`src/rtl/cpu_clock_ctrl_if.sv`:
```
// -----------------------------------------------------------------------------
// cpu_clock_ctrl_if
//   Groups the board-facing signals of the run/step clock controller.
//
//   Signals:
//     btn_run_n   raw RUN button, active-low, asynchronous
//     btn_step_n  raw STEP button, active-low, asynchronous
//     done        processor pass flag, launched in the cpu_clk domain
//     cpu_clk     divided processor clock, idles low
//     cpu_reset   processor reset, active-high
//     cycle_count cpu_clk rising edges since the last CLEAR
//     running     high while free-running
//     halted      high while halted
//     led_n       active-low LED, follows cpu_clk inverted
//     timeout     watchdog fired (constant low without CPU_CLK_WATCHDOG_EN)
//
//   Modports:
//     master  board / processor side (drives buttons and done)
//     slave   the clock controller itself
// -----------------------------------------------------------------------------
interface cpu_clock_ctrl_if #(
  parameter int CYC_W = 32
);
  logic             btn_run_n;
  logic             btn_step_n;
  logic             done;
  logic             cpu_clk;
  logic             cpu_reset;
  logic [CYC_W-1:0] cycle_count;
  logic             running;
  logic             halted;
  logic             led_n;
  logic             timeout;

  modport master (
    output btn_run_n, btn_step_n, done,
    input  cpu_clk, cpu_reset, cycle_count, running, halted, led_n, timeout
  );

  modport slave (
    input  btn_run_n, btn_step_n, done,
    output cpu_clk, cpu_reset, cycle_count, running, halted, led_n, timeout
  );
endinterface

```
`src/rtl/cpu_clock_ctrl.sv`:
```
// -----------------------------------------------------------------------------
// cpu_clock_ctrl
//   Run/step clock controller for the single-cycle processor. Conditions the
//   RUN and STEP push-buttons, divides clk into cpu_clk and sequences the
//   processor reset, free-run, single-step and auto-halt on the pass flag.
//
//   Ports:
//     clk    board clock; every register is clocked on its rising edge
//     reset  asynchronous, active-high; forces all outputs to idle values
//     bus    cpu_clock_ctrl_if.slave (buttons, done, cpu_clk, cpu_reset,
//            cycle_count, running, halted, led_n, timeout)
//
//   Parameters:
//     DIV_W       each cpu_clk half-period lasts 2^DIV_W clk cycles
//     DB_W        a button level must hold 2^DB_W clk cycles to be accepted
//     CYC_W       width of cycle_count
//     MAX_CYCLES  watchdog limit in cpu_clk rising edges
//
//   Optional build macro:
//     CPU_CLK_WATCHDOG_EN  when defined, a run or step that reaches
//                          MAX_CYCLES rising edges without done halts with
//                          timeout=1. When undefined, timeout is constant 0.
// -----------------------------------------------------------------------------
module cpu_clock_ctrl #(
  parameter int DIV_W      = 21,
  parameter int DB_W       = 16,
  parameter int CYC_W      = 32,
  parameter int MAX_CYCLES = 1000
) (
  input  logic             clk,
  input  logic             reset,
  cpu_clock_ctrl_if.slave  bus
);

  typedef enum logic [2:0] {IDLE, CLEAR, PAUSE, RUN, STEP, HALT} state_t;

  // ---------------------------------------------------------------------------
  // Button conditioning: index 0 = RUN, index 1 = STEP.
  // The synchronizer and debounced level reset to "released" so that leaving
  // reset can never look like a press.
  // ---------------------------------------------------------------------------
  logic [1:0] btn_raw;
  logic [1:0] press;

  assign btn_raw = {bus.btn_step_n, bus.btn_run_n};

  for (genvar gi = 0; gi < 2; gi++) begin : g_btn
    logic [1:0]      sync_q;
    logic [DB_W-1:0] cnt_q;
    logic            level_q;
    logic            press_q;

    always_ff @(posedge clk or posedge reset) begin
      if (reset) begin
        sync_q  <= 2'b11;
        cnt_q   <= '0;
        level_q <= 1'b1;
        press_q <= 1'b0;
      end else begin
        sync_q  <= {sync_q[0], btn_raw[gi]};
        press_q <= 1'b0;
        if (sync_q[1] == level_q) begin
          cnt_q <= '0;
        end else if (&cnt_q) begin
          // 2^DB_W consecutive samples disagreed with the accepted level.
          cnt_q   <= '0;
          level_q <= sync_q[1];
          press_q <= ~sync_q[1];
        end else begin
          cnt_q <= cnt_q + DB_W'(1);
        end
      end
    end

    assign press[gi] = press_q;
  end

  logic run_press;
  logic step_press;

  assign run_press  = press[0];
  assign step_press = press[1];

  // done is launched from the cpu_clk domain, which is unrelated in phase.
  logic [1:0] done_sync_q;
  logic       done_s;

  always_ff @(posedge clk or posedge reset) begin
    if (reset) done_sync_q <= 2'b00;
    else       done_sync_q <= {done_sync_q[0], bus.done};
  end

  assign done_s = done_sync_q[1];

  // ---------------------------------------------------------------------------
  // Sequencer
  // ---------------------------------------------------------------------------
  state_t           state_q;
  logic [DIV_W-1:0] presc_q;
  logic             cpu_clk_q;
  logic             cpu_reset_q;
  logic [CYC_W-1:0] cycle_q;
  logic             running_q;
  logic             halted_q;
  logic             led_n_q;
  logic             pend_q;       // run/step press seen in RUN, not yet serviced
  logic             step_fell_q;  // STEP has finished its high half-period
  logic             tick;
  logic             wd_hit;
  logic             period_end;

  // The prescaler only advances in CLEAR/RUN/STEP and is zeroed on every
  // state entry, so all-ones can only be reached in those states.
  assign tick = &presc_q;

  // End of a complete cpu_clk period, where done_s and the watchdog are judged.
  assign period_end = tick && (((state_q == RUN)  && cpu_clk_q) ||
                               ((state_q == STEP) && !cpu_clk_q && step_fell_q));

`ifdef CPU_CLK_WATCHDOG_EN
  logic timeout_q;

  assign wd_hit = (cycle_q == CYC_W'(MAX_CYCLES));

  always_ff @(posedge clk or posedge reset) begin
    if (reset) begin
      timeout_q <= 1'b0;
    end else if (run_press && ((state_q == IDLE) || (state_q == HALT))) begin
      timeout_q <= 1'b0;
    end else if (period_end && !done_s && wd_hit) begin
      timeout_q <= 1'b1;
    end
  end

  assign bus.timeout = timeout_q;
`else
  assign wd_hit      = 1'b0;
  // No watchdog: the limit is never negative, so this is constant low.
  assign bus.timeout = (MAX_CYCLES < 0);
`endif

  always_ff @(posedge clk or posedge reset) begin
    if (reset) begin
      state_q     <= IDLE;
      presc_q     <= '0;
      cpu_clk_q   <= 1'b0;
      cpu_reset_q <= 1'b1;
      cycle_q     <= '0;
      running_q   <= 1'b0;
      halted_q    <= 1'b0;
      led_n_q     <= 1'b1;
      pend_q      <= 1'b0;
      step_fell_q <= 1'b0;
    end else begin
      if ((state_q == CLEAR) || (state_q == RUN) || (state_q == STEP)) begin
        presc_q <= presc_q + DIV_W'(1);
      end

      unique case (state_q)
        IDLE: begin
          if (run_press) begin
            state_q     <= CLEAR;
            presc_q     <= '0;
            cycle_q     <= '0;
            cpu_reset_q <= 1'b1;
          end
        end

        CLEAR: begin
          if (tick) begin
            state_q     <= PAUSE;
            presc_q     <= '0;
            cpu_reset_q <= 1'b0;
          end
        end

        PAUSE: begin
          // Run has priority over a simultaneous step.
          if (run_press) begin
            state_q   <= RUN;
            presc_q   <= '0;
            running_q <= 1'b1;
            pend_q    <= 1'b0;
          end else if (step_press) begin
            state_q     <= STEP;
            presc_q     <= '0;
            step_fell_q <= 1'b0;
          end
        end

        RUN: begin
          if (run_press || step_press) pend_q <= 1'b1;
          if (tick) begin
            cpu_clk_q <= ~cpu_clk_q;
            led_n_q   <= cpu_clk_q;
            if (!cpu_clk_q) begin
              cycle_q <= cycle_q + CYC_W'(1);
            end else if (done_s || wd_hit) begin
              state_q   <= HALT;
              presc_q   <= '0;
              running_q <= 1'b0;
              halted_q  <= 1'b1;
            end else if (pend_q || run_press || step_press) begin
              // Leave only on a falling tick so no period is ever cut short.
              state_q   <= PAUSE;
              presc_q   <= '0;
              running_q <= 1'b0;
            end
          end
        end

        STEP: begin
          if (tick) begin
            if (!cpu_clk_q && !step_fell_q) begin
              cpu_clk_q <= 1'b1;
              led_n_q   <= 1'b0;
              cycle_q   <= cycle_q + CYC_W'(1);
            end else if (cpu_clk_q) begin
              cpu_clk_q   <= 1'b0;
              led_n_q     <= 1'b1;
              step_fell_q <= 1'b1;
            end else begin
              // Trailing low half-period complete.
              presc_q <= '0;
              if (done_s || wd_hit) begin
                state_q  <= HALT;
                halted_q <= 1'b1;
              end else begin
                state_q <= PAUSE;
              end
            end
          end
        end

        HALT: begin
          if (run_press) begin
            state_q     <= CLEAR;
            presc_q     <= '0;
            cycle_q     <= '0;
            cpu_reset_q <= 1'b1;
            halted_q    <= 1'b0;
          end
        end

        default: begin
          state_q <= IDLE;
        end
      endcase
    end
  end

  assign bus.cpu_clk     = cpu_clk_q;
  assign bus.cpu_reset   = cpu_reset_q;
  assign bus.cycle_count = cycle_q;
  assign bus.running     = running_q;
  assign bus.halted      = halted_q;
  assign bus.led_n       = led_n_q;

endmodule

```
`src/flat_wrapper.sv`:
```
// flat-port wrapper written by rule: the top's interface ports become plain ports
module cpu_clock_ctrl_flat 
#(
  parameter int DIV_W      = 21,
  parameter int DB_W       = 16,
  parameter int CYC_W      = 32,
  parameter int MAX_CYCLES = 1000
)
  (clk, reset, bus_btn_run_n, bus_btn_step_n, bus_done, bus_cpu_clk, bus_cpu_reset, bus_cycle_count, bus_running, bus_halted, bus_led_n, bus_timeout);
  cpu_clock_ctrl_if #(.CYC_W(CYC_W)) bus_i ();
  input  logic clk;
  input  logic reset;
  input wire logic [$bits(bus_i.btn_run_n)-1:0] bus_btn_run_n;
  input wire logic [$bits(bus_i.btn_step_n)-1:0] bus_btn_step_n;
  input wire logic [$bits(bus_i.done)-1:0] bus_done;
  output wire logic [$bits(bus_i.cpu_clk)-1:0] bus_cpu_clk;
  output wire logic [$bits(bus_i.cpu_reset)-1:0] bus_cpu_reset;
  output wire logic [$bits(bus_i.cycle_count)-1:0] bus_cycle_count;
  output wire logic [$bits(bus_i.running)-1:0] bus_running;
  output wire logic [$bits(bus_i.halted)-1:0] bus_halted;
  output wire logic [$bits(bus_i.led_n)-1:0] bus_led_n;
  output wire logic [$bits(bus_i.timeout)-1:0] bus_timeout;
  assign bus_i.btn_run_n = bus_btn_run_n;
  assign bus_i.btn_step_n = bus_btn_step_n;
  assign bus_i.done = bus_done;
  assign bus_cpu_clk = bus_i.cpu_clk;
  assign bus_cpu_reset = bus_i.cpu_reset;
  assign bus_cycle_count = bus_i.cycle_count;
  assign bus_running = bus_i.running;
  assign bus_halted = bus_i.halted;
  assign bus_led_n = bus_i.led_n;
  assign bus_timeout = bus_i.timeout;
  cpu_clock_ctrl #(.DIV_W(DIV_W), .DB_W(DB_W), .CYC_W(CYC_W), .MAX_CYCLES(MAX_CYCLES)) u_core (.clk(clk), .reset(reset), .bus(bus_i));
endmodule
```
`config.mk`:
```
export PLATFORM = sky130hd
export DESIGN_NAME = cpu_clock_ctrl_flat
export DESIGN_NICKNAME = d
export VERILOG_FILES = /design/src/rtl/cpu_clock_ctrl_if.sv /design/src/rtl/cpu_clock_ctrl.sv /design/src/flat_wrapper.sv
export SDC_FILE = /design/constraint.sdc
export NUM_CORES = 1
export LEC_CHECK = 0
export CAP_MARGIN = 10
export CORE_MARGIN = 2
export CORE_UTILIZATION = 35
export CTS_BUF_LIST = sky130_fd_sc_hd__clkbuf_4 sky130_fd_sc_hd__clkbuf_8
export DETAILED_ROUTE_END_ITERATION = 10
export HOLD_SLACK_MARGIN = 0.12
export PLACE_DENSITY = 0.49
export SYNTH_ARGS = -nofsm -noshare
export SYNTH_HDL_FRONTEND = slang
export SYNTH_SLANG_ARGS = --single-unit
```
`constraint.sdc`:
```
create_clock -name clk -period 3.9 [get_ports clk]
set_input_delay 0.585 -clock clk [delete_from_list [all_inputs] [get_ports clk]]
set_output_delay 0.585 -clock clk [all_outputs]
set_load 0.05 [all_outputs]
```
==> run_results.csv, run 1 <==
group,metric,value,unit
synth,synthesis.area,5323,sq um
critical_path,cp-startpoint,"u_core.state_q[2]",
worst_hold_path,holdPathStages,0,
synth,ys.warnings.count,0,
synth,syn_area_per_cell,9.695,sq um
critical_path,worst_setup_path_end_kind,"flop",
floorplanning,coreArea,15030,sq um
power_and_ir_drop,p_clk_share,36.9,%
cells_and_area,post_route_cells_drive_above_1_share,7.288,%
floorplanning,die_h,127.3,microns
critical_path,required,4.13,ns
placed_design,portBuffers,41,
grt,grt_max_degree,57,
routing,antenna_left,0,
placed_design,total_half_perimeter_wirelength_after_legalization_and_detailed_placement,7547,microns
synth,synth.lib_cells_used.distinct,62,
synth,post_synth_inst_count,549,
synth,synth.net_count,558,
critical_path,worstRegToRegCells,6,
synth,flip_flop_and_latch_count_after_synthesis,105,
cts,clock_sink_count,105,
cells_and_area,areaGrowthSynthToFinish,14.72,%
cts,cts_repair_resize_count,0,
grt,grt_first_pass_wirelength,19020,microns
power_and_ir_drop,combPwrFrac,2.5,%
power_and_ir_drop,cellLeakagePower,2.528,nW
timing,hold-worst-slack,0.3618,ns
cells_and_area,num-nets-final,594,
placed_design,routability_congestion_estimate,0.8116,
cts,source_to_sink_clock_delay_at_the_later_pin_of_the_worst_skew_pair,0.39,ns
cells_and_area,top_library_cells_by_usage_in_the_layout_fill_and_taps_aside,"99 x nor2_1, 97 x dfrtp_1, 41 x nand3_1, 41 x clkdlybuf4s50_1, 37 x xor2_1",
power_and_ir_drop,power_per_cell_area,298.9,nW/um^2
placed_design,post-place-cells,762,
routing,drt_drc_violations_left,0,
cells_and_area,finish.cell_count_without_fillers,778,
cells_and_area,commonest_non_fill_non_tap_cell_in_the_layout,"nor2_1",
critical_path,cp-endpoint,"u_core.bus.cycle_count[6]",
placed_design,preCtsSetupSlack,1.293,ns
floorplanning,row_count,45,
power_and_ir_drop,max-vdd-ir-drop,0.2327,mV
cells_and_area,diodes,0,
synth,synth_seq_area_share,49.55,%
critical_path,cp_data_arrival_time,2.93,ns
critical_path,max_stage_delay,0.78,ns
critical_path,crit_cells,6,
timing,fin_ws,1.201,ns
routing,detail_route.vias_per_cell,5.085,
timing,report.final.hold_viol_count,0,
critical_path,timing.rr.end,"u_core.bus.cycle_count[6]",
timing,clock.fmax,0.3705,GHz
critical_path,critical-path-top-cell-by-count,"a21oi_1",
power_and_ir_drop,fraction_of_power_consumed_by_sequential_logic,60.6,%
timing,fin_skew,0.01296,ns
critical_path,crit_type,"reg2reg",
power_and_ir_drop,switching_share,24.45,%
timing,slew_violations,0,
grt,track_usage,14.46,%
timing,worst_slew_margin_rel,30.26,%
cts,cts_inserted_buffers,9,
synth,synth_edf_count,0,
power_and_ir_drop,cellInternalPower,1.379,mW
grt,number_of_antenna_violations_at_the_first_check_in_global_routing,0,
critical_path,sum_of_buffers_and_inverters_on_the_critical_path,0,
critical_path,maximum_fanout_count_along_the_critical_path,19,
timing,setup_violations,0,
critical_path,start_kind,"flop",
cts,cts-root-to-sink-buffers,2,
worst_hold_path,min_delay_path_class,"reg2reg",
critical_path,critical_path.reg2reg.startpoint,"u_core.state_q[2]",
cts,postCtsSetupRepairBufs,0,
critical_path,ff2ff_setup_slack,1.20,ns
routing,avgRoutedWirePerCell,14.26,microns
routing,firstDrtPassIters,4,
critical_path,critical_path.cell_chain,"nor3b_1, a21oi_1, a21oi_1, nor4_1, xnor2_1, nor2_1",
outcome,run_status,"finished, final reports clean",
timing,setup_tns,0,ns
cts,clockRootBuffer,"clkbuf_8",
timing,rsz0062_at_grt,"no",
routing,vias,3956,
grt,grt.overflow.total,0,
routing,drt_first_iter_violations,180,
power_and_ir_drop,power,1.825,mW
critical_path,critical-path-slowest-cell,"a21oi_1",
routing,drt-total-wl,11100,microns
synth,synthArstFlopShare,100.0,%
floorplanning,initial_util,35.41,%
power_and_ir_drop,switchingPower,446.2,uW
floorplanning,die_area,16210,sq um
run,max_cap_violations,0,
synth,yosys_most_used_dff,"dfrtp_1",
floorplanning,top_level_ports,43,
timing,timing.final.crit_share,69.21,%
cts,ctsHoldBuffers,0,
timing,final.min_clock_period,2.699,ns
cts,tritoncts,"yes",
grt,vias_in_the_first_global_route,3870,
floorplanning,die_w,127.3,microns
critical_path,dominant_delay_contributor_by_cell_family_on_the_critical_path,"compound AO/OA/AOI/OAI gates",
cts,cts_htree_levels,3,
cts,clk_transition_reported_paths,0.11,ns
timing,worst_pin_slew,1.038,ns
## power by group through the flow
stage,logic [mW],registers [mW],clock network (mW)
5_1_grt,0.0545,1.11,0.748
3_3_place_gp,0.0482,1.13,0
4_1_cts,0.0489,1.11,0.713
3_5_place_dp,0.0491,1.13,0
6_report,0.0462,1.11,0.674
2_1_floorplan,0.0327,1.12,0
## layer usage
| layer | global-route usage [%] | vias up | wire length, microns |
|---|---|---|---|
| li1 | - | 1969 | - |
| met1 | 20.03 | 1924 | 5561 |
| met3 | 4.355 | 7 | 399 |
| met5 | 0 | - | 0 |
| met4 | 4.137 | 0 | 94 |
| met2 | 22.02 | 56 | 5043 |
## cell type report
type                            count  area, sq um
Timing Repair Buffer               45        452.9
Sequential cell                   105         2638
Tap cell                          188        235.2
Clock inverter                      5        45.04
Fill cell                        1468         8927
Multi-Input combinational cell    411         2539
Clock buffer                       11        145.1
Inverter                           13        51.30
## worst min-delay path by stage
stage	slack (ns)	start	end
final	0.36	u_core.g_btn[1].sync_q[0]	u_core.g_btn[1].sync_q[1]
after global routing	0.37	u_core.g_btn[0].sync_q[0]	u_core.g_btn[0].sync_q[1]
after CTS	0.36	u_core.g_btn[0].sync_q[0]	u_core.g_btn[0].sync_q[1]
after detailed placement	0.35	u_core.g_btn[1].sync_q[0]	u_core.g_btn[1].sync_q[1]
after global placement	0.35	u_core.g_btn[0].sync_q[0]	u_core.g_btn[0].sync_q[1]
after floorplan	0.33	u_core.done_sync_q[0]	u_core.done_sync_q[1]
## per-stage QoR
stage               area [sq um]  utilization (%)
global route                6106            40.62
CTS                         6106            40.62
global placement            5916            39.35
detailed placement          5916            39.35
floorplan                   5323                -
finish                      6106            40.62
## synthesized netlist by cell type, types with 9 or more instances
library cell / count / area (sq um)
a21oi_1: 15 / 75.07
nor2_1: 99 / 371.6
clkbuf_1: 10 / 37.54
dfrtp_1: 97 / 2427
nor3_1: 9 / 45.04
nand2b_1: 9 / 56.30
nand2_1: 33 / 123.9
nand4_1: 18 / 112.6
nand3_1: 41 / 205.2
inv_1: 13 / 48.80
o21ai_0: 17 / 85.08
xnor2_1: 32 / 280.3
xor2_1: 37 / 324.1
and3_1: 14 / 87.58
## flip-flops by register name, indices dropped and copies added, names as in the netlist
register	cells
u_core.step_fell_q	1
u_core.bus.halted	1
u_core.bus.cycle_count	32
u_core.done_sync_q	2
u_core.bus.led_n	1
u_core.g_btn.press_q	2
u_core.bus.cpu_reset	1
u_core.g_btn.level_q	2
u_core.state_q	3
u_core.bus.cpu_clk	1
u_core.pend_q	1
u_core.bus.running	1
u_core.g_btn.sync_q	4
u_core.presc_q	21
u_core.g_btn.cnt_q	32
## kinds of logic after synthesis
| kind of cell | after synthesis | synth area share, % |
|---|---|---|
| flip-flops | 105 | 49.55 |
| AO/OA/AOI/OAI | 63 | 8.674 |
| XOR/XNOR | 69 | 11.35 |
| other | 1 | 0.07045 |
| multiplexers | 3 | 0.6112 |
| buffers and inverters | 33 | 2.915 |
| adder cells (fa/ha/maj) | 4 | 0.9403 |
| AND/OR/NAND/NOR | 271 | 25.88 |
No activity file was read; power rests on OpenSTA's default activity.
==> inputs of run 2 (changes only) <==
--- a/config.mk
+++ b/config.mk
@@ -11,7 +11,7 @@
 export CTS_BUF_LIST = sky130_fd_sc_hd__clkbuf_4 sky130_fd_sc_hd__clkbuf_8
 export DETAILED_ROUTE_END_ITERATION = 10
 export HOLD_SLACK_MARGIN = 0.12
-export PLACE_DENSITY = 0.49
+export PLACE_DENSITY = 0.51
 export SYNTH_ARGS = -nofsm -noshare
 export SYNTH_HDL_FRONTEND = slang
 export SYNTH_SLANG_ARGS = --single-unit
==> constraint.sdc (replaced) <==
create_clock -name clk -period 2.4 [get_ports clk]
set_input_delay 0.36 -clock clk [delete_from_list [all_inputs] [get_ports clk]]
set_output_delay 0.36 -clock clk [all_outputs]
set_load 0.05 [all_outputs]
==> run 2 against run 1 <==
Compared with the run above: utilization rose by 1.2 points; wire length rose by 1.7%; non-clock buffer count rose by 22; critical path type unchanged; critical endpoint is now u_core.presc_q[19]; largest power group unchanged; highest routed layer unchanged.
==> run_results.csv, run 2 (same netlist as run 1, synthesis figures left out) <==
group,metric,value,unit
timing,hold-worst-slack,0.2862,ns
cells_and_area,top_library_cells_by_usage_in_the_layout_fill_and_taps_aside,"99 x nor2_1, 97 x dfrtp_1, 41 x nand3_1, 41 x clkdlybuf4s50_1, 37 x xor2_1",
critical_path,cp-startpoint,"u_core.state_q[2]",
floorplanning,top_level_ports,43,
critical_path,critical_path.reg2reg.startpoint,"u_core.state_q[2]",
placed_design,preCtsSetupSlack,0.1365,ns
critical_path,worstRegToRegCells,7,
grt,grt_max_degree,46,
cts,ctsHoldBuffers,0,
floorplanning,initial_util,35.41,%
critical_path,worst_setup_path_end_kind,"flop",
routing,drt-total-wl,11290,microns
grt,vias_in_the_first_global_route,4010,
critical_path,timing.rr.end,"u_core.presc_q[19]",
floorplanning,die_h,127.3,microns
cells_and_area,post_route_cells_drive_above_1_share,10.78,%
run,max_cap_violations,0,
timing,worst_slew_margin_rel,64.98,%
grt,track_usage,15.26,%
floorplanning,die_area,16210,sq um
cts,source_to_sink_clock_delay_at_the_later_pin_of_the_worst_skew_pair,0.39,ns
critical_path,start_kind,"flop",
floorplanning,coreArea,15030,sq um
power_and_ir_drop,power_per_cell_area,477.2,nW/um^2
critical_path,required,2.68,ns
cts,clockRootBuffer,"clkbuf_8",
routing,firstDrtPassIters,4,
cts,cts_inserted_buffers,9,
placed_design,dpl_cell_area,6082,sq um
critical_path,maximum_fanout_count_along_the_critical_path,15,
timing,final.min_clock_period,2.240,ns
cts,clock_sink_count,105,
placed_design,routability_congestion_estimate,0.8301,
floorplanning,row_count,45,
grt,grt_first_pass_wirelength,20100,microns
placed_design,portBuffers,41,
outcome,run_status,"finished, final reports clean",
critical_path,crit_type,"reg2reg",
critical_path,cp-endpoint,"u_core.presc_q[19]",
power_and_ir_drop,fraction_of_power_consumed_by_sequential_logic,59.9,%
timing,fin_ws,0.1596,ns
timing,slew_violations,0,
worst_hold_path,min_delay_path_class,"in2async",
cells_and_area,finish.instance_area,6286,sq um
power_and_ir_drop,max-vdd-ir-drop,0.4106,mV
routing,drt_drc_violations_left,0,
power_and_ir_drop,p_clk_share,37.5,%
cts,tritoncts,"yes",
cts,clk_transition_reported_paths,0.10,ns
critical_path,ff2ff_setup_slack,0.16,ns
cells_and_area,num-nets-final,616,
timing,rsz0062_at_grt,"yes",
grt,number_of_antenna_violations_at_the_first_check_in_global_routing,0,
power_and_ir_drop,cellLeakagePower,2.636,nW
timing,clock.fmax,0.4464,GHz
routing,avgRoutedWirePerCell,14.11,microns
routing,vias,3993,
cts,cts-root-to-sink-buffers,2,
placed_design,total_half_perimeter_wirelength_after_legalization_and_detailed_placement,8078,microns
timing,report.final.hold_viol_count,0,
power_and_ir_drop,cellInternalPower,2.295,mW
cts,cts_repair_resize_count,0,
timing,timing.final.crit_share,93.35,%
routing,drt_first_iter_violations,235,
power_and_ir_drop,switchingPower,704.4,uW
power_and_ir_drop,combPwrFrac,2.6,%
timing,setup_violations,0,
routing,detail_route.vias_per_cell,4.991,
cells_and_area,areaGrowthSynthToFinish,18.10,%
cts,postCtsSetupRepairBufs,0,
cts,cts_htree_levels,3,
power_and_ir_drop,switching_share,23.48,%
floorplanning,die_w,127.3,microns
critical_path,cp_data_arrival_time,2.52,ns
timing,worst_pin_slew,0.5253,ns
cells_and_area,commonest_non_fill_non_tap_cell_in_the_layout,"nor2_1",
timing,fin_skew,0.008156,ns
routing,antenna_left,0,
grt,grt.overflow.total,0,
cells_and_area,finish.utilization,41.81,%
cells_and_area,diodes,0,
==> run 2: cell types whose count changed in the layout (fill, tap and decap cells not counted), sizes merged <==
| cell | previous run | this run |
|---|---|---|
| clkinvlp | 1 | 3 |
| bufinv | 0 | 1 |
| clkinv | 0 | 2 |
| inv | 17 | 14 |
| buf | 4 | 26 |
| clkbuf | 11 | 9 |
==> run 2: worst min-delay path by stage <==
stage | startpoint | to | slack [ns] | cells past startpoint
2_1_floorplan | u_core.done_sync_q[0] | u_core.done_sync_q[1] | 0.33 | 0
3_3_place_gp | u_core.done_sync_q[0] | u_core.done_sync_q[1] | 0.34 | 0
3_5_place_dp | u_core.done_sync_q[0] | u_core.done_sync_q[1] | 0.34 | 0
4_1_cts | reset | u_core.g_btn[0].cnt_q[12] | 0.27 | 2
5_1_grt | reset | u_core.g_btn[0].cnt_q[1] | 0.26 | 2
6_report | reset | u_core.g_btn[0].cnt_q[12] | 0.29 | 2
==> run 2: stage by stage <==
stage                      TNS, ns  std cells  total power, mW
after floorplan                  0        549            1.881
after global placement           0        784            1.911
after detailed placement         0        784            1.913
after CTS                        0        800            3.068
after global routing      -0.01969        800            3.161
final                            0        800            3.000
==> run 2: power by group through the flow <==
stage          clock, mW  sequential (mW)  combinational [mW]
2_1_floorplan          0             1.83              0.0536
3_3_place_gp           0             1.83              0.0807
3_5_place_dp           0             1.83              0.0826
4_1_cts             1.19             1.80              0.0827
5_1_grt             1.27             1.80              0.0934
6_report            1.13             1.80              0.0781
==> run 2: critical path, cell delays in order, from the launching register on <==
cell	delay [ns]
dfrtp_1	0.44
buf_4	0.22
or3b_2	0.55
a2111oi_4	0.36
and3_1	0.25
nand3_1	0.11
xor2_1	0.16
nor2_1	0.06
==> run 2: area by class of cell <==
type / instances / area, sq um
sequential: 105 / 2638
tap: 188 / 235.2
multi-input combinational: 411 / 2542
inverter: 13 / 52.55
timing repair buffer: 67 / 618.1
clock inverter: 7 / 76.32
clock buffer: 9 / 123.9
fill: 1482 / 8747
==> run 2: routing by layer <==
metal	vias to the layer above	global-route usage, %	share of wire (%)
met1	1922	20.69	49
met2	48	24.03	47
met5	-	0	0
met3	6	4.313	3.4
li1	2017	-	-
met4	0	4.202	0.75
==> inputs of run 3 (changes only) <==
--- a/config.mk
+++ b/config.mk
@@ -6,12 +6,14 @@
 export NUM_CORES = 1
 export LEC_CHECK = 0
 export CAP_MARGIN = 10
-export CORE_MARGIN = 2
+export CORE_ASPECT_RATIO = 1.4
+export CORE_MARGIN = 10
 export CORE_UTILIZATION = 35
 export CTS_BUF_LIST = sky130_fd_sc_hd__clkbuf_4 sky130_fd_sc_hd__clkbuf_8
 export DETAILED_ROUTE_END_ITERATION = 10
 export HOLD_SLACK_MARGIN = 0.12
 export PLACE_DENSITY = 0.51
+export SKIP_LAST_GASP = 1
 export SYNTH_ARGS = -nofsm -noshare
 export SYNTH_HDL_FRONTEND = slang
 export SYNTH_SLANG_ARGS = --single-unit
==> run 3 against run 2 <==
Compared with the run above: combinational power rose by 0.9%; clock-buffer cell count rose by 3; fmax rose by 0.99%; sequential power barely moved; via count rose by 0.60%; sequential cell count did not move; non-clock buffer count fell by 3; critical path type unchanged; wire length rose by 3.7%.
==> run_results.csv, run 3 (same netlist as run 1, synthesis figures left out) <==
group,metric,value,unit
timing,slew_violations,0,
critical_path,timing.rr.end,"u_core.presc_q[19]",
timing,worst_pin_slew,0.5439,ns
cells_and_area,ff_latch_area,2640,sq um
power_and_ir_drop,max-vdd-ir-drop,0.2607,mV
floorplanning,die_w,124.2,microns
cts,clk_transition_reported_paths,0.09,ns
timing,hold-worst-slack,0.3599,ns
timing,fin_ws,0.1815,ns
routing,drt_first_iter_violations,290,
routing,antenna_left,0,
placed_design,portBuffers,41,
critical_path,cp_data_arrival_time,2.47,ns
cts,ctsHoldBuffers,0,
worst_hold_path,hold_path_end,"u_core.g_btn[0].sync_q[1]",
placed_design,preCtsSetupSlack,0.1131,ns
critical_path,critical_path.reg2reg.startpoint,"u_core.state_q[2]",
worst_hold_path,holdPathStages,0,
routing,avgRoutedWirePerCell,14.61,microns
floorplanning,coreArea,14990,sq um
grt,track_usage,11.61,%
cells_and_area,num-nets-final,613,
critical_path,ff2ff_setup_slack,0.18,ns
routing,routed.top_layer,"met4",
floorplanning,initial_util,35.52,%
critical_path,worst_setup_path_end_kind,"flop",
worst_hold_path,hp-start,"u_core.g_btn[0].sync_q[0]",
cells_and_area,diodes,0,
critical_path,required,2.65,ns
cts,cts_htree_levels,3,
placed_design,dpl_cell_area,6077,sq um
floorplanning,row_count,53,
grt,grt.overflow.total,0,
timing,setup_violations,0,
cells_and_area,top_library_cells_by_usage_in_the_layout_fill_and_taps_aside,"99 x nor2_1, 95 x dfrtp_1, 41 x nand3_1, 41 x clkdlybuf4s50_1, 37 x xor2_1",
cells_and_area,number_of_fill_cells_in_the_layout,1480,
outcome,run_status,"finished, final reports clean",
cells_and_area,finish.instance_area,6267,sq um
routing,drt_drc_violations_left,0,
cts,postCtsSetupRepairBufs,0,
cts,source_to_sink_clock_delay_at_the_later_pin_of_the_worst_skew_pair,0.38,ns
grt,vias_in_the_first_global_route,4208,
timing,final.min_clock_period,2.219,ns
power_and_ir_drop,power_per_cell_area,466.1,nW/um^2
routing,wl_met2,5876,microns
timing,report.final.hold_viol_count,0,
cells_and_area,multi_input_area,2544,sq um
floorplanning,die_area,20610,sq um
routing,detail_route.vias_per_cell,5.015,
critical_path,critical-path-slowest-cell,"or3b_2",
cts,clockRootBuffer,"clkbuf_8",
critical_path,crit_type,"reg2reg",
cells_and_area,post_route_cells_drive_above_1_share,10.84,%
timing,fin_skew,0.01855,ns
routing,vias,4017,
critical_path,start_kind,"flop",
cells_and_area,areaGrowthSynthToFinish,17.75,%
critical_path,worstRegToRegCells,7,
critical_path,maximum_fanout_count_along_the_critical_path,13,
run,max_cap_violations,0,
cts,clock_sink_count,105,
cts,cts_inserted_buffers,9,
timing,worst_slew_margin_rel,63.66,%
cts,tritoncts,"yes",
routing,firstDrtPassIters,4,
grt,number_of_antenna_violations_at_the_first_check_in_global_routing,0,
routing,drt-total-wl,11700,microns
worst_hold_path,min_delay_path_class,"reg2reg",
grt,grt_max_degree,43,
grt,grt_first_pass_wirelength,20300,microns
floorplanning,top_level_ports,43,
timing,clock.fmax,0.4508,GHz
routing,route.met3.wl,455,microns
critical_path,max_stage_delay,0.54,ns
critical_path,critical_path.cell_chain,"buf_4, or3b_2, a2111oi_4, and3_1, nand3_1, xor2_1, nor2_1",
timing,timing.final.crit_share,92.44,%
placed_design,routability_congestion_estimate,0.8455,
floorplanning,die_h,165.9,microns
routing,detail_route.wirelength.met1,5206,microns
cts,cts-root-to-sink-buffers,2,
power_and_ir_drop,cellLeakagePower,2.622,nW
cells_and_area,commonest_non_fill_non_tap_cell_in_the_layout,"nor2_1",
placed_design,total_half_perimeter_wirelength_after_legalization_and_detailed_placement,8658,microns
## run 3: cell types whose count changed in the layout (fill, tap and decap cells not counted), moves of 2 or more
| cell | change |
|---|---|
| dfrtp_1 | -2 |
| clkbuf_4 | +2 |
| dfrtp_2 | +2 |
| buf_4 | -4 |
## run 3: repair_timing
| action | CTS | global route |
|---|---|---|
| setup endpoints to repair | 0 | 7 |
| endpoints found under the hold margin | 0 | 0 |
| gates resized for setup | 0 | 6 |
## run 3: layout make-up
type,instances,share of cell area [%]
clock inverter,4,0.4791
sequential,105,42.12
multi-input combinational,411,40.59
inverter,13,0.8385
timing repair buffer,64,9.703
tap,192,3.833
clock buffer,12,2.436
## run 3: where the power goes
part           leakage (nW)  switching (mW)  total (mW)  internal, mW
Combinational          1.10          0.0560      0.0788        0.0228
Clock                0.0938           0.612        1.05         0.434
Sequential             1.43          0.0122        1.80          1.78
Total                  2.62           0.680        2.92          2.24
## run 3: worst max-delay path, delay by kind of cell, from the launching register on
| kind | cells | cell delay (ns) |
|---|---|---|
| buffers and inverters | 1 | 0.21 |
| AND/OR/NAND/NOR | 4 | 0.94 |
| flip-flops | 1 | 0.45 |
| AO/OA/AOI/OAI | 1 | 0.36 |
| XOR/XNOR | 1 | 0.13 |
## run 3: through the flow
step	std cells	TNS, ns	total power [mW]	util, %
after global placement	785	0	1.914	40.55
after detailed placement	785	0	1.915	40.55
after global routing	801	-0.01368	3.051	41.82
after CTS	801	0	2.970	41.77
after floorplan	549	0	1.881	-
final	801	0	2.921	41.82
## run 3: how the worst max path moves through the flow
stage | start | end | slack [ns] | depth (start not counted)
floorplan | u_core.bus.cycle_count[0] | u_core.bus.cycle_count[24] | 0.03 | 6
global placement | u_core.state_q[2] | u_core.presc_q[19] | 0.16 | 7
detailed placement | u_core.state_q[1] | u_core.bus.cycle_count[30] | 0.11 | 6
CTS | u_core.bus.cpu_clk | u_core.bus.cycle_count[30] | 0.10 | 6
global route | u_core.presc_q[0] | u_core.step_fell_q | -0.01 | 7
finish | u_core.state_q[2] | u_core.presc_q[19] | 0.18 | 7
## run 3: metal layers
layer  vias to the layer above  global-route usage (%)
li1                       2007                       -
met1                      1940                   13.45
met2                        59                   19.81
met3                        11                   3.034
met4                         0                   4.723
met5                         -                       0
